### src/rtl/serial_adder_pkg.sv
// ---------------------------------------------------------------------------
// serial_adder_pkg
// Shared constants for the bit-serial adder.
//   DEFAULT_WIDTH : default operand width in bits
//   state_t       : FSM state register type
//   IDLE/RUN/DONE : FSM state encodings
// ---------------------------------------------------------------------------
package serial_adder_pkg;

   localparam int DEFAULT_WIDTH = 8;

   typedef logic [1:0] state_t;

   localparam state_t IDLE = 2'd0;
   localparam state_t RUN  = 2'd1;
   localparam state_t DONE = 2'd2;

endpackage

### src/rtl/full_adder.sv
// ---------------------------------------------------------------------------
// full_adder
// Purely combinational 1-bit full-adder cell.
//   a, b : operand bits
//   cin  : carry in
//   s    : sum bit
//   cout : carry out
// ---------------------------------------------------------------------------
module full_adder (
   input  logic a,
   input  logic b,
   input  logic cin,
   output logic s,
   output logic cout
);

   assign s    = a ^ b ^ cin;
   assign cout = (a & b) | (a & cin) | (b & cin);

endmodule

### src/rtl/serial_adder.sv
// ---------------------------------------------------------------------------
// serial_adder
// Adds A+B+Cin one bit per clock, LSB first, through a single full_adder
// cell and a carry flip-flop.  Result appears WIDTH edges after start is
// accepted, followed by a one-cycle done pulse.
//   clk   : clock, rising edge
//   rst   : synchronous active-high reset
//   start : request a new addition (accepted in IDLE only)
//   A, B  : operands, captured on acceptance
//   Cin   : carry in, captured on acceptance
//   S     : registered sum, held until next completion or reset
//   Cout  : registered carry out
//   busy  : high in RUN and DONE
//   done  : one-cycle pulse while S/Cout carry a fresh result
// ---------------------------------------------------------------------------
module serial_adder
   import serial_adder_pkg::*;
#(
   parameter int WIDTH = DEFAULT_WIDTH
) (
   input  logic             clk,
   input  logic             rst,
   input  logic             start,
   input  logic [WIDTH-1:0] A,
   input  logic [WIDTH-1:0] B,
   input  logic             Cin,
   output logic [WIDTH-1:0] S,
   output logic             Cout,
   output logic             busy,
   output logic             done
);

   localparam int                CNT_W    = $clog2(WIDTH);
   localparam logic [CNT_W-1:0]  LAST_BIT = CNT_W'(WIDTH - 1);

   state_t            state;
   logic [WIDTH-1:0]  a_sr;
   logic [WIDTH-1:0]  b_sr;
   // Only WIDTH-1 partial sum bits need storing: the final bit comes
   // straight from the cell on the completing edge.
   logic [WIDTH-2:0]  sum_sr;
   logic [WIDTH-2:0]  sum_shift;
   logic              carry;
   logic [CNT_W-1:0]  cnt;
   logic              fa_s;
   logic              fa_c;

   full_adder u_fa (
      .a    (a_sr[0]),
      .b    (b_sr[0]),
      .cin  (carry),
      .s    (fa_s),
      .cout (fa_c)
   );

   // New sum bit enters at the MSB; a 1-bit register has nothing to shift.
   generate
      if (WIDTH > 2) begin : g_wide
         assign sum_shift = {fa_s, sum_sr[WIDTH-2:1]};
      end else begin : g_narrow
         assign sum_shift = fa_s;
      end
   endgenerate

   // NOTE: every register here is assigned with <= so all updates see the
   // pre-edge values (the cell reads a_sr/carry from before the shift).
   always_ff @(posedge clk) begin
      if (rst) begin
         state  <= IDLE;
         a_sr   <= '0;
         b_sr   <= '0;
         sum_sr <= '0;
         carry  <= 1'b0;
         cnt    <= '0;
         S      <= '0;
         Cout   <= 1'b0;
      end else begin
         case (state)
            IDLE: begin
               if (start) begin
                  state  <= RUN;
                  a_sr   <= A;
                  b_sr   <= B;
                  carry  <= Cin;
                  cnt    <= '0;
                  sum_sr <= '0;
               end
            end
            RUN: begin
               sum_sr <= sum_shift;
               a_sr   <= a_sr >> 1;
               b_sr   <= b_sr >> 1;
               carry  <= fa_c;
               if (cnt == LAST_BIT) begin
                  // Counter holds at its last value instead of wrapping.
                  state <= DONE;
                  S     <= {fa_s, sum_sr};
                  Cout  <= fa_c;
               end else begin
                  cnt <= cnt + CNT_W'(1);
               end
            end
            DONE:    state <= IDLE;
            default: state <= IDLE;
         endcase
      end
   end

   assign busy = (state != IDLE);
   assign done = (state == DONE);

endmodule
### config.mk
export PLATFORM = sky130hd
export DESIGN_NAME = serial_adder
export DESIGN_NICKNAME = d
export VERILOG_FILES = /design/src/rtl/serial_adder_pkg.sv /design/src/rtl/full_adder.sv /design/src/rtl/serial_adder.sv
export SDC_FILE = /design/constraint.sdc
export NUM_CORES = 1
export LEC_CHECK = 0
export ABC_AREA = 1
export CORE_MARGIN = 2
export CORE_UTILIZATION = 50
export DETAILED_ROUTE_END_ITERATION = 16
export HOLD_SLACK_MARGIN = 0.15
export MAX_ROUTING_LAYER = met4
export PLACE_DENSITY = 0.73
export SYNTH_ARGS = -nofsm -noshare
export SYNTH_HDL_FRONTEND = slang
export SYNTH_SLANG_ARGS = --single-unit
### constraint.sdc
create_clock -name clk -period 1.6 [get_ports clk]
set_input_delay 0.32 -clock clk [delete_from_list [all_inputs] [get_ports clk]]
set_output_delay 0.32 -clock clk [all_outputs]
set_load 0.02 [all_outputs]
Word-level counts from Yosys, hierarchy flattened
Cells that the tools add are included.
{"block": "word_totals", "reg_bits": 38, "word_cells": 43, "input_bits": 20, "latchBits": 0, "memories": 0, "mem_bits_ro": 0, "ramBits": 0}
{"block": "classes", "eq_ne": 6, "div": 0, "n_mux": 14, "n_bitwise": 7, "add_sub_neg": 1, "mul": 0, "order_cmp": 0, "reduce_logical": 7, "shifts": 0}
{"op": "8-bit case mux with 2 select lines", "n": 2}
{"op": "8-bit 2-to-1 mux", "n": 2}
{"op": "7-bit case mux with 2 select lines", "n": 1}
{"op": "7-bit 2-to-1 mux", "n": 1}
{"op": "3-bit 2-to-1 mux", "n": 2}
{"op": "2-bit != test (second input constant)", "n": 3}
{"op": "3-bit case mux with 2 select lines", "n": 1}
{"op": "2-bit AND reduction", "n": 3}
{"op": "2-bit 2-to-1 mux", "n": 2}
{"op": "2-bit case mux with 2 select lines", "n": 1}
{"op": "2-bit nonzero test", "n": 2}
{"op": "3-bit by 1-bit adder with 3-bit output (second input constant)", "n": 1}
{"op": "1-bit AND", "n": 3}
{"op": "3-bit equality test (second input constant)", "n": 1}
{"op": "3-bit AND reduction", "n": 1}
{"op": "2-bit by 1-bit equality test with 1-bit output (second input constant)", "n": 1}
{"op": "2-bit equality test (second input constant)", "n": 1}
{"op": "2-bit zero test", "n": 1}
{"op": "1-bit bitwise OR", "n": 2}
{"op": "1-bit case mux with 2 select lines", "n": 1}
{"op": "1-bit XOR", "n": 2}
{"op": "1-bit 2-to-1 mux", "n": 1}

Logic depth before layout (Yosys ltp)
Gate-level depths: netlist (run 1).
{"block": "logic_depth", "depth_word": 4, "ltp_mapped": 8, "depth_no_buf": 8}

Cells and area by module
Synthesis (run 1) repeated with hierarchy kept, for this count alone.
{"block": "hier_totals", "cells_unflattened": 267, "hier_area_um2": 1759.2}
{"mod": "serial_adder", "seq_area_each_um2": 760.7, "cells_each": 266, "instances": 1, "area_per_inst_um2": 1739.2}
{"mod": "full_adder", "seq_area_each_um2": 0.0, "cells_each": 1, "instances": 1, "area_per_inst_um2": 20.0}

Worst setup path after synthesis (run 1)
Ideal clock, no wire load.
{"block": "synth_path", "kind": "reg2reg", "from": "reg cnt[0]", "to": "reg Cout", "slack_ns": 0.425, "setup_time_ns": 0.059, "path_buffers": 0, "required_time_ns": 1.541, "t_arrival_ns": 1.116, "stages_incl_launch_ff": 9, "cell_sequence": "dfxtp_1 -> ha_1 -> ha_1 -> inv_1 -> nor2_1 -> nand2_1 -> inv_2 -> nand2_1 -> nand2_1"}
{"block": "synth_via", "elab_chain_cells": 2}
{"element": "start, declared", "line": "serial_adder.sv:44", "text": "logic [CNT_W-1:0] cnt;"}
{"element": "start signal, assigned", "line": "serial_adder.sv:100", "text": "cnt <= cnt + CNT_W'(1);"}
{"element": "3-bit equality test", "line": "serial_adder.sv:94", "text": "if (cnt == LAST_BIT) begin"}
{"element": "2-bit AND reduction (no source line)"}
{"element": "end signal, assigned", "line": "serial_adder.sv:76", "text": "Cout <= 1'b0;"}
{"element": "end signal, assigned", "line": "serial_adder.sv:98", "text": "Cout <= fa_c;"}
{"element": "end, declared", "line": "serial_adder.sv:28", "text": "output logic Cout,"}
Every way passes these cells.
A chain may end at the register's enable or synchronous reset.

Worst setup path after layout (run 1)
{"block": "layout_path", "from": "reg state[0]", "to": "out busy"}
{"block": "layout_via", "elab_chain_cells": 1}
{"element": "start, declared", "line": "serial_adder.sv:36", "text": "state_t state;"}
{"element": "start signal, assigned", "line": "serial_adder.sv:69", "text": "state <= IDLE;"}
{"element": "start signal, assigned", "line": "serial_adder.sv:81", "text": "state <= RUN;"}
{"element": "start signal, assigned", "line": "serial_adder.sv:96", "text": "state <= DONE;"}
{"element": "2-bit nonzero test", "line": "serial_adder.sv:109", "text": "assign busy = (state != IDLE);"}
{"element": "end, declared", "line": "serial_adder.sv:29", "text": "output logic busy,"}
Every way passes these cells.

==> impl_metrics.env, run 1 <==
export IMPL_finalNonFillerCells=314
export IMPL_start_kind="register"
export IMPL_postCtsSetupBuffers=0
export IMPL_port_buffers=30
export IMPL_dr_pass1_iters=4
export IMPL_route_detailed_drc=0
export IMPL_dieWidth_um=61.26
export IMPL_cts_tree="built"
export IMPL_dpl_worst_slack_ns=0.009060
export IMPL_yosys_area_top_type="dfxtp_1"
export IMPL_syn_avg_cell_area_um2=7.005
export IMPL_hold_slack_ns=0.4701
export IMPL_min_period_ns=1.539
export IMPL_synth_xor_area_share_pct=0
export IMPL_syn_inst=234
export IMPL_core_area_um2=3078
export IMPL_place_gp_congestion=0.8082
export IMPL_power_total_mw=1.747
export IMPL_layout_commonest_cell="nand2_1"
export IMPL_worst_setup_hold_path_clk_slew_ns=0.12
export IMPL_slew_violations=0
export IMPL_p_leak_nw=1.012
export IMPL_placement_rows=20
export IMPL_via_per_inst=4.901
export IMPL_yosysTopAreaCellShare_pct=46.41
export IMPL_dp_cells=306
export IMPL_cap_violations=0
export IMPL_grt_max_degree=19
export IMPL_clock_sinks=38
export IMPL_detail_route_wl_per_cell_um=11.20
export IMPL_crit_arrival_ns=1.22
export IMPL_grt_ovfl_total=0
export IMPL_synthMuxAreaShare_pct=0
export IMPL_cts_root_buffer="clkbuf_4"
export IMPL_maxSlewHeadroom_pct=83.55
export IMPL_place_hpwl_um=2502
export IMPL_clock_skew_final_ns=0.01152
export IMPL_synthSimpleGateAreaFrac_pct=38.17
export IMPL_synth_top_family_by_area="simple AND/OR/NAND/NOR gates"
export IMPL_rsz0062_at_grt="false"
export IMPL_fp_dieH_um=61.26
export IMPL_crit_fanout=5
export IMPL_cp_end_kind="output pin"
export IMPL_clockBufferDepth=2
export IMPL_area_growth_syn_to_layout_pct=25.27
export IMPL_diodes=0
export IMPL_setup_slack_ns=0.06116
export IMPL_crit_required_ns=1.28
export IMPL_ioPinCount=31
export IMPL_grt_pass1_wl_um=5837
export IMPL_grt_pass1_vias=1404
export IMPL_synthAdderAreaFrac_pct=2.748
export IMPL_clk_latency_ns=0.34
export IMPL_outcome="finished clean"
export IMPL_grt_use_total_pct=21.73
export IMPL_final_cell_mix="61 x nand2_1, 54 x nand3_1, 37 x dfxtp_1"
export IMPL_finalHoldViolCount=0
export IMPL_dr_first_iter_drc_count=79
export IMPL_fillers=299
export IMPL_initial_core_util_pct=53.25
export IMPL_ys_ff_latch=38
export IMPL_seq_area_frac_synth_pct=46.41
export IMPL_h_tree_depth=2
export IMPL_ys_warnings_count=0
export IMPL_hold_class="register to register"
export IMPL_routed_wl_um=3518
export IMPL_mappedNetlistArea_um2=1639
export IMPL_final_util_pct=66.71
export IMPL_setup_viol=0
export IMPL_synth_compound_area_share_pct=3.359
export IMPL_p_per_area_nw_per_um2=851.1
export IMPL_tightest_slew_ns=0.2459
export IMPL_synth_fp_nets=257
export IMPL_final_antenna_net_count=0
export IMPL_placed_cell_area_um2=2007
export IMPL_period_share_pct=96.18
export IMPL_final_cell_area_um2=2053
export IMPL_tns_ns=0
export IMPL_finish_net_count=292
export IMPL_ys_top_cells_by_area="dfxtp_1 46%, nand3_1 16%, nand2_1 14%"
export IMPL_routed_via_count=1539
export IMPL_clock_fmax_mhz=649.8
export IMPL_layout_drive_gt1_share_pct=10.37
export IMPL_worstSetupPathType="register to output pin"
export IMPL_antenna_found_initial=0
export IMPL_cts_made_buffers=5
export IMPL_die_area_um2=3752
export IMPL_ys_types=16
export IMPL_max_vdd_ir_drop_mv=0.6399
-- worst max-delay path, cell delays in order, from the launching register on --
cell and delay, ns:
dfxtp_2 0.37, nor2_2 0.13, inv_1 0.06, dlygate4sd2_1 0.31
-- synth_stat cells, drive strengths merged --
library cell  instances
clkbuf                1
inv                  24
buf                  11
ha                    2
a21oi                 9
dfxtp                38
fa                    1
nor2                 29
nand2                63
nand3                54
o21ai                 2
-- power breakdown --
| group | switching (mW) | total, mW | internal [mW] | leakage [nW] |
|---|---|---|---|---|
| Sequential | 0.0211 | 0.999 | 0.978 | 0.309 |
| Clock | 0.311 | 0.524 | 0.213 | 0.0353 |
| Combinational | 0.120 | 0.224 | 0.104 | 0.668 |
| Total | 0.452 | 1.75 | 1.30 | 1.01 |
-- repair_timing --
item                       4_1_cts  5_1_grt
gates resized for setup         12        3
hold buffers                     0        0
pin swaps                        0        0
hold endpoints to repair         0        0
setup endpoints to repair       11        2
-- cell families after synthesis --
family,after synthesis
AND/OR/NAND/NOR,146
adder cells (fa/ha/maj),3
flip-flops,38
AO/OA/AOI/OAI,11
buffers and inverters,36
-- registers in the layout, summed over array words and instances, names as in the netlist --
signal	count
b_sr	8
S	8
Cout	1
sum_sr	7
state	2
cnt	3
a_sr	8
carry	1
-- metal layers --
metal	share of wire (%)	vias to the layer above	global-route usage (%)
met5	0	-	-
met4	1.4	0	7.453
met3	3.3	6	5.672
met2	47	22	34.50
met1	49	700	26.78
li1	-	811	-
-- final timing paths --
kind | start | to | slack, ns | depth (start not counted)
worst max-delay path | state[0] | busy | 0.06 | 3
worst min-delay path | sum_sr[5] | S[5] | 0.47 | 2
worst max register to register | cnt[0] | S[7] | 0.22 | 8
worst min register to register | sum_sr[5] | S[5] | 0.47 | 2
-- final cells by class --
cell class	count	area, µm²	share of cell area, %
flip-flops and latches	38	762.0	37.11
clock inverters	1	5.005	0.2438
inverters	24	90.09	4.388
multi-input cells	160	728.2	35.47
repair buffers	40	357.8	17.43
well taps	44	55.05	2.681
clock buffers	7	55.05	2.681
Note: power is estimated with default switching activity, not from simulation.
==> run 2, diff against run 1 <==
- SETUP_SLACK_MARGIN: default -> 0.15
- TNS_END_PERCENT: default -> 30
==> run 2 against run 1 <==
Net effect: die area stayed put; combinational power barely moved; first-iteration DRC count decreased by 11%; sequential power hardly changed; critical endpoint unchanged; largest power group unchanged.
==> impl_metrics.env, run 2 (same netlist as run 1, synthesis figures left out) <==
export IMPL_outcome="finished clean"
export IMPL_p_leak_nw=1.012
export IMPL_dr_pass1_iters=4
export IMPL_path_delay_family="flip-flops"
export IMPL_die_area_um2=3752
export IMPL_cts_root_buffer="clkbuf_4"
export IMPL_path_buf_inv=2
export IMPL_grt_use_total_pct=21.73
export IMPL_max_vdd_ir_drop_mv=0.6398
export IMPL_place_hpwl_um=2502
export IMPL_cts_made_buffers=5
export IMPL_clock_sinks=38
export IMPL_final_antenna_net_count=0
export IMPL_period_share_pct=86.58
export IMPL_initial_core_util_pct=53.25
export IMPL_clockBufferDepth=2
export IMPL_area_growth_syn_to_layout_pct=25.80
export IMPL_path_cells="nor2_2, inv_1, buf_2"
export IMPL_fp_dieH_um=61.26
export IMPL_antenna_found_initial=0
export IMPL_cp_num_cells=3
export IMPL_h_tree_depth=2
export IMPL_layout_drive_gt1_share_pct=11.48
export IMPL_grt_max_degree=19
export IMPL_setup_slack_ns=0.2147
export IMPL_finish_net_count=292
export IMPL_clock_fmax_mhz=721.9
export IMPL_dieWidth_um=61.26
export IMPL_routed_wl_um=3515
export IMPL_via_per_inst=4.927
export IMPL_clk_latency_ns=0.34
export IMPL_cts_tree="built"
export IMPL_ioPinCount=31
export IMPL_hold_buffers=0
export IMPL_hold_class="register to register"
export IMPL_final_cell_mix="61 x nand2_1, 54 x nand3_1, 35 x dfxtp_1"
export IMPL_fillers=297
export IMPL_critPathMaxStageDelay_ns=0.38
export IMPL_route_detailed_drc=0
export IMPL_maxSlewHeadroom_pct=82.64
export IMPL_worst_path_max_delay_cell="dfxtp_4"
export IMPL_crit_arrival_ns=1.07
export IMPL_top_regs="S: 8 flops, a_sr: 8 flops, b_sr: 8 flops"
export IMPL_min_period_ns=1.385
export IMPL_diodes=0
export IMPL_port_buffers=30
export IMPL_hold_slack_ns=0.4697
export IMPL_worstSetupPathType="register to output pin"
export IMPL_start_kind="register"
export IMPL_detail_route_wl_per_cell_um=11.19
export IMPL_finalHoldViolCount=0
export IMPL_place_gp_congestion=0.8082
export IMPL_layout_commonest_cell="nand2_1"
export IMPL_finalNonFillerCells=314
export IMPL_tightest_slew_ns=0.2595
export IMPL_seqCellArea_um2=767.0
export IMPL_dr_first_iter_drc_count=70
export IMPL_grt_pass1_vias=1404
export IMPL_placement_rows=20
export IMPL_crit_fanout=5
export IMPL_dp_cells=306
export IMPL_dpl_worst_slack_ns=0.009060
export IMPL_rsz0062_at_grt="false"
export IMPL_core_area_um2=3078
export IMPL_tns_ns=0
export IMPL_worst_setup_hold_path_clk_slew_ns=0.12
export IMPL_power_total_mw=1.749
export IMPL_clock_skew_final_ns=0.01162
export IMPL_routed_via_count=1547
export IMPL_setup_viol=0
export IMPL_holdPathStages=2
export IMPL_slew_violations=0
export IMPL_multiInputGateArea_um2=733.2
export IMPL_grt_ovfl_total=0
export IMPL_grt_pass1_wl_um=5837
export IMPL_p_per_area_nw_per_um2=848.0
export IMPL_crit_required_ns=1.28
export IMPL_postCtsSetupBuffers=0
export IMPL_cap_violations=0
export IMPL_reg2reg_depth=8
export IMPL_cp_end_kind="output pin"
-- run 2: final timing paths --
kind / from / to / slack, ns
max: state[0] / busy / 0.21
min: sum_sr[5] / S[5] / 0.47
max reg2reg: cnt[0] / S[7] / 0.29
min reg2reg: sum_sr[5] / S[5] / 0.47
-- run 2: what timing repair did --
| action | in CTS | in global routing |
|---|---|---|
| gates cloned | 0 | 0 |
| endpoints found under the setup margin | 11 | 11 |
| resized for setup | 18 | 6 |
-- run 2: layout make-up --
cell class	instances	area share, %
flip-flops and latches	38	37.20
multi-input cells	160	35.56
repair buffers	40	17.17
inverters	24	4.490
clock buffers	7	2.670
well taps	44	2.670
clock inverters	1	0.2427
-- run 2: worst min-delay path, delay by kind of cell (launching register included) --
kind	cells	cell delay [ns]
simple gates	2	0.10
flops	1	0.34
-- run 2: where the power goes --
part | total, mW | switching (mW) | internal (mW)
Sequential | 0.999 | 0.0209 | 0.978
Clock | 0.526 | 0.312 | 0.213
Combinational | 0.224 | 0.120 | 0.104
Total | 1.75 | 0.453 | 1.30
-- run 2: per-layer routing --
| layer | routed length (µm) | vias to the layer above | global-route usage, % | share of wire (%) |
|---|---|---|---|---|
| li1 | - | 809 | - | - |
| met1 | 1693 | 707 | 26.78 | 48 |
| met2 | 1638 | 24 | 34.50 | 47 |
| met3 | 127 | 7 | 5.672 | 3.6 |
| met4 | 55 | 0 | 7.453 | 1.6 |
| met5 | 0 | - | - | 0 |
-- run 2: per-stage QoR --
stage | util (%) | instance area (µm²)
after global placement | 65.20 | 2007
after detailed placement | 65.20 | 2007
after global routing | 66.99 | 2062
after CTS | 66.75 | 2054
final | 66.99 | 2062
after floorplan | - | 1639
==> run 3, diff against run 2 <==
- CORE_UTILIZATION: 50 -> 28
- GPL_TIMING_DRIVEN: default -> 0
- PLACE_DENSITY: 0.73 -> 0.44
==> run 3 against run 2 <==
Net effect: core utilization down 29 points; largest cell class unchanged; power up 6.4%; combinational power down 2%; sequential power about the same; sequential share of layout area down 1.2 points; clock-buffer cell count down 2; wire length up 16%; critical path type unchanged; hold slack worse by 0.19 ns; clock skew down 0.0026 ns; critical path depth unchanged; cell count up 8.9%; setup slack better by 0.068 ns.
==> impl_metrics.env, run 3 (same netlist as run 1, synthesis figures left out) <==
export IMPL_clockBufferDepth=2
export IMPL_worst_setup_hold_path_clk_slew_ns=0.08
export IMPL_fp_dieH_um=80.51
export IMPL_ioPinCount=31
export IMPL_critPathLaunch="state[0]"
export IMPL_layout_commonest_cell="nand2_1"
export IMPL_maxSlewHeadroom_pct=64.14
export IMPL_place_hpwl_um=2903
export IMPL_clock_skew_final_ns=0.009018
export IMPL_grt_pass1_vias=1391
export IMPL_routed_wl_um=4069
export IMPL_final_antenna_net_count=0
export IMPL_p_per_area_nw_per_um2=874.1
export IMPL_h_tree_depth=2
export IMPL_clk_latency_ns=0.30
export IMPL_max_vdd_ir_drop_mv=0.3980
export IMPL_finalNonFillerCells=342
export IMPL_clock_sinks=38
export IMPL_top_regs="S: 8 flops, a_sr: 8 flops, b_sr: 8 flops"
export IMPL_r2r_slack_ns=0.29
export IMPL_die_area_um2=6482
export IMPL_critPathMaxStageDelay_ns=0.41
export IMPL_dieWidth_um=80.51
export IMPL_clock_fmax_mhz=759.1
export IMPL_final_util_pct=38.18
export IMPL_finalHoldViolCount=0
export IMPL_core_area_um2=5574
export IMPL_setup_viol=0
export IMPL_final_cell_area_um2=2128
export IMPL_crit_required_ns=1.28
export IMPL_period_share_pct=82.34
export IMPL_grt_max_degree=12
export IMPL_hold_class="input port to register"
export IMPL_dp_cells=334
export IMPL_place_gp_congestion=0.7534
export IMPL_crit_arrival_ns=1.00
export IMPL_area_growth_syn_to_layout_pct=29.85
export IMPL_detail_route_wl_per_cell_um=11.90
export IMPL_grt_ovfl_total=0
export IMPL_r2r_start="state[1]"
export IMPL_slew_violations=0
export IMPL_path_cells="nor2_4, inv_1, clkbuf_2"
export IMPL_port_buffers=28
export IMPL_worstSetupPathType="register to output pin"
export IMPL_reg2reg_depth=6
export IMPL_worst_path_max_delay_cell="dfxtp_2"
export IMPL_hold_buffers=0
export IMPL_hp_start="rst"
export IMPL_tightest_slew_ns=0.5379
export IMPL_cts_tree="built"
export IMPL_layout_drive_gt1_share_pct=11.85
export IMPL_grt_pass1_wl_um=6803
export IMPL_cts_root_buffer="clkbuf_8"
export IMPL_cts_made_buffers=5
export IMPL_placed_cell_area_um2=2009
export IMPL_initial_core_util_pct=29.41
export IMPL_antenna_found_initial=0
export IMPL_crit_fanout=5
export IMPL_diodes=0
export IMPL_dr_first_iter_drc_count=68
export IMPL_setup_slack_ns=0.2826
export IMPL_p_leak_nw=1.121
export IMPL_route_detailed_drc=0
export IMPL_finish_net_count=293
export IMPL_r2r_end="cnt[0]"
export IMPL_routed_via_count=1519
export IMPL_rsz0062_at_grt="false"
export IMPL_via_per_inst=4.442
export IMPL_cp_end_kind="output pin"
export IMPL_placement_rows=27
export IMPL_min_period_ns=1.317
export IMPL_final_cell_mix="61 x nand2_1, 54 x nand3_1, 35 x dfxtp_1"
export IMPL_grt_use_total_pct=14.48
export IMPL_outcome="finished clean"
export IMPL_start_kind="register"
export IMPL_dpl_worst_slack_ns=-0.03705
export IMPL_cap_violations=0
export IMPL_dr_pass1_iters=4
export IMPL_endpoint="busy"
==> run 3: metrics by stage <==
step	hold slack (ns)	setup TNS, ns	total power, mW
finish	0.2823	0	1.860
detailed placement	0.4665	-0.03705	1.241
global placement	0.4664	-0.05178	1.241
floorplan	0.4387	0	1.151
CTS	0.2756	0	1.891
global route	0.2996	0	1.975
==> run 3: cell type report <==
cell class              instances  area [µm²]
flip-flops and latches         38       767.0
fillers                       623        3446
multi-input cells             160       740.7
inverters                      24       92.59
plain buffers                  12       62.56
clock inverters                 2       10.01
clock buffers                   5       68.82
repair buffers                 29       296.5
well taps                      72       90.09
==> run 3: per-layer routing <==
layer / up-vias / global-route usage [%] / wire, µm
met5: - / - / 0
met4: 0 / 5.593 / 57
met3: 5 / 4.719 / 141
met2: 16 / 21.17 / 1850
met1: 685 / 18.54 / 2019
li1: 813 / - / -
==> run 3: worst min-delay path by stage <==
stage | cells after the start | to
2_1_floorplan | 2 | S[1]
3_3_place_gp | 2 | cnt[2]
3_5_place_dp | 2 | S[5]
4_1_cts | 2 | a_sr[7]
5_1_grt | 2 | sum_sr[4]
6_report | 2 | a_sr[7]
==> run 3: timing repair <==
item,in CTS,in global routing
gates cloned,0,0
gates resized for setup,8,17
buffers inserted,1,0
pin swaps,1,0
setup endpoints to repair,11,20
==> run 3: report_power, final <==
part           switching [mW]  internal (mW)
clock network           0.350          0.293
logic                   0.124         0.0963
registers              0.0215          0.977
==> run 3: worst max-delay path: cells and delay by family, from the launching register on <==
| kind | cells | cell delay, ns |
|---|---|---|
| AND/OR/NAND/NOR | 1 | 0.04 |
| buffers and inverters | 2 | 0.25 |
| flip-flops | 1 | 0.41 |
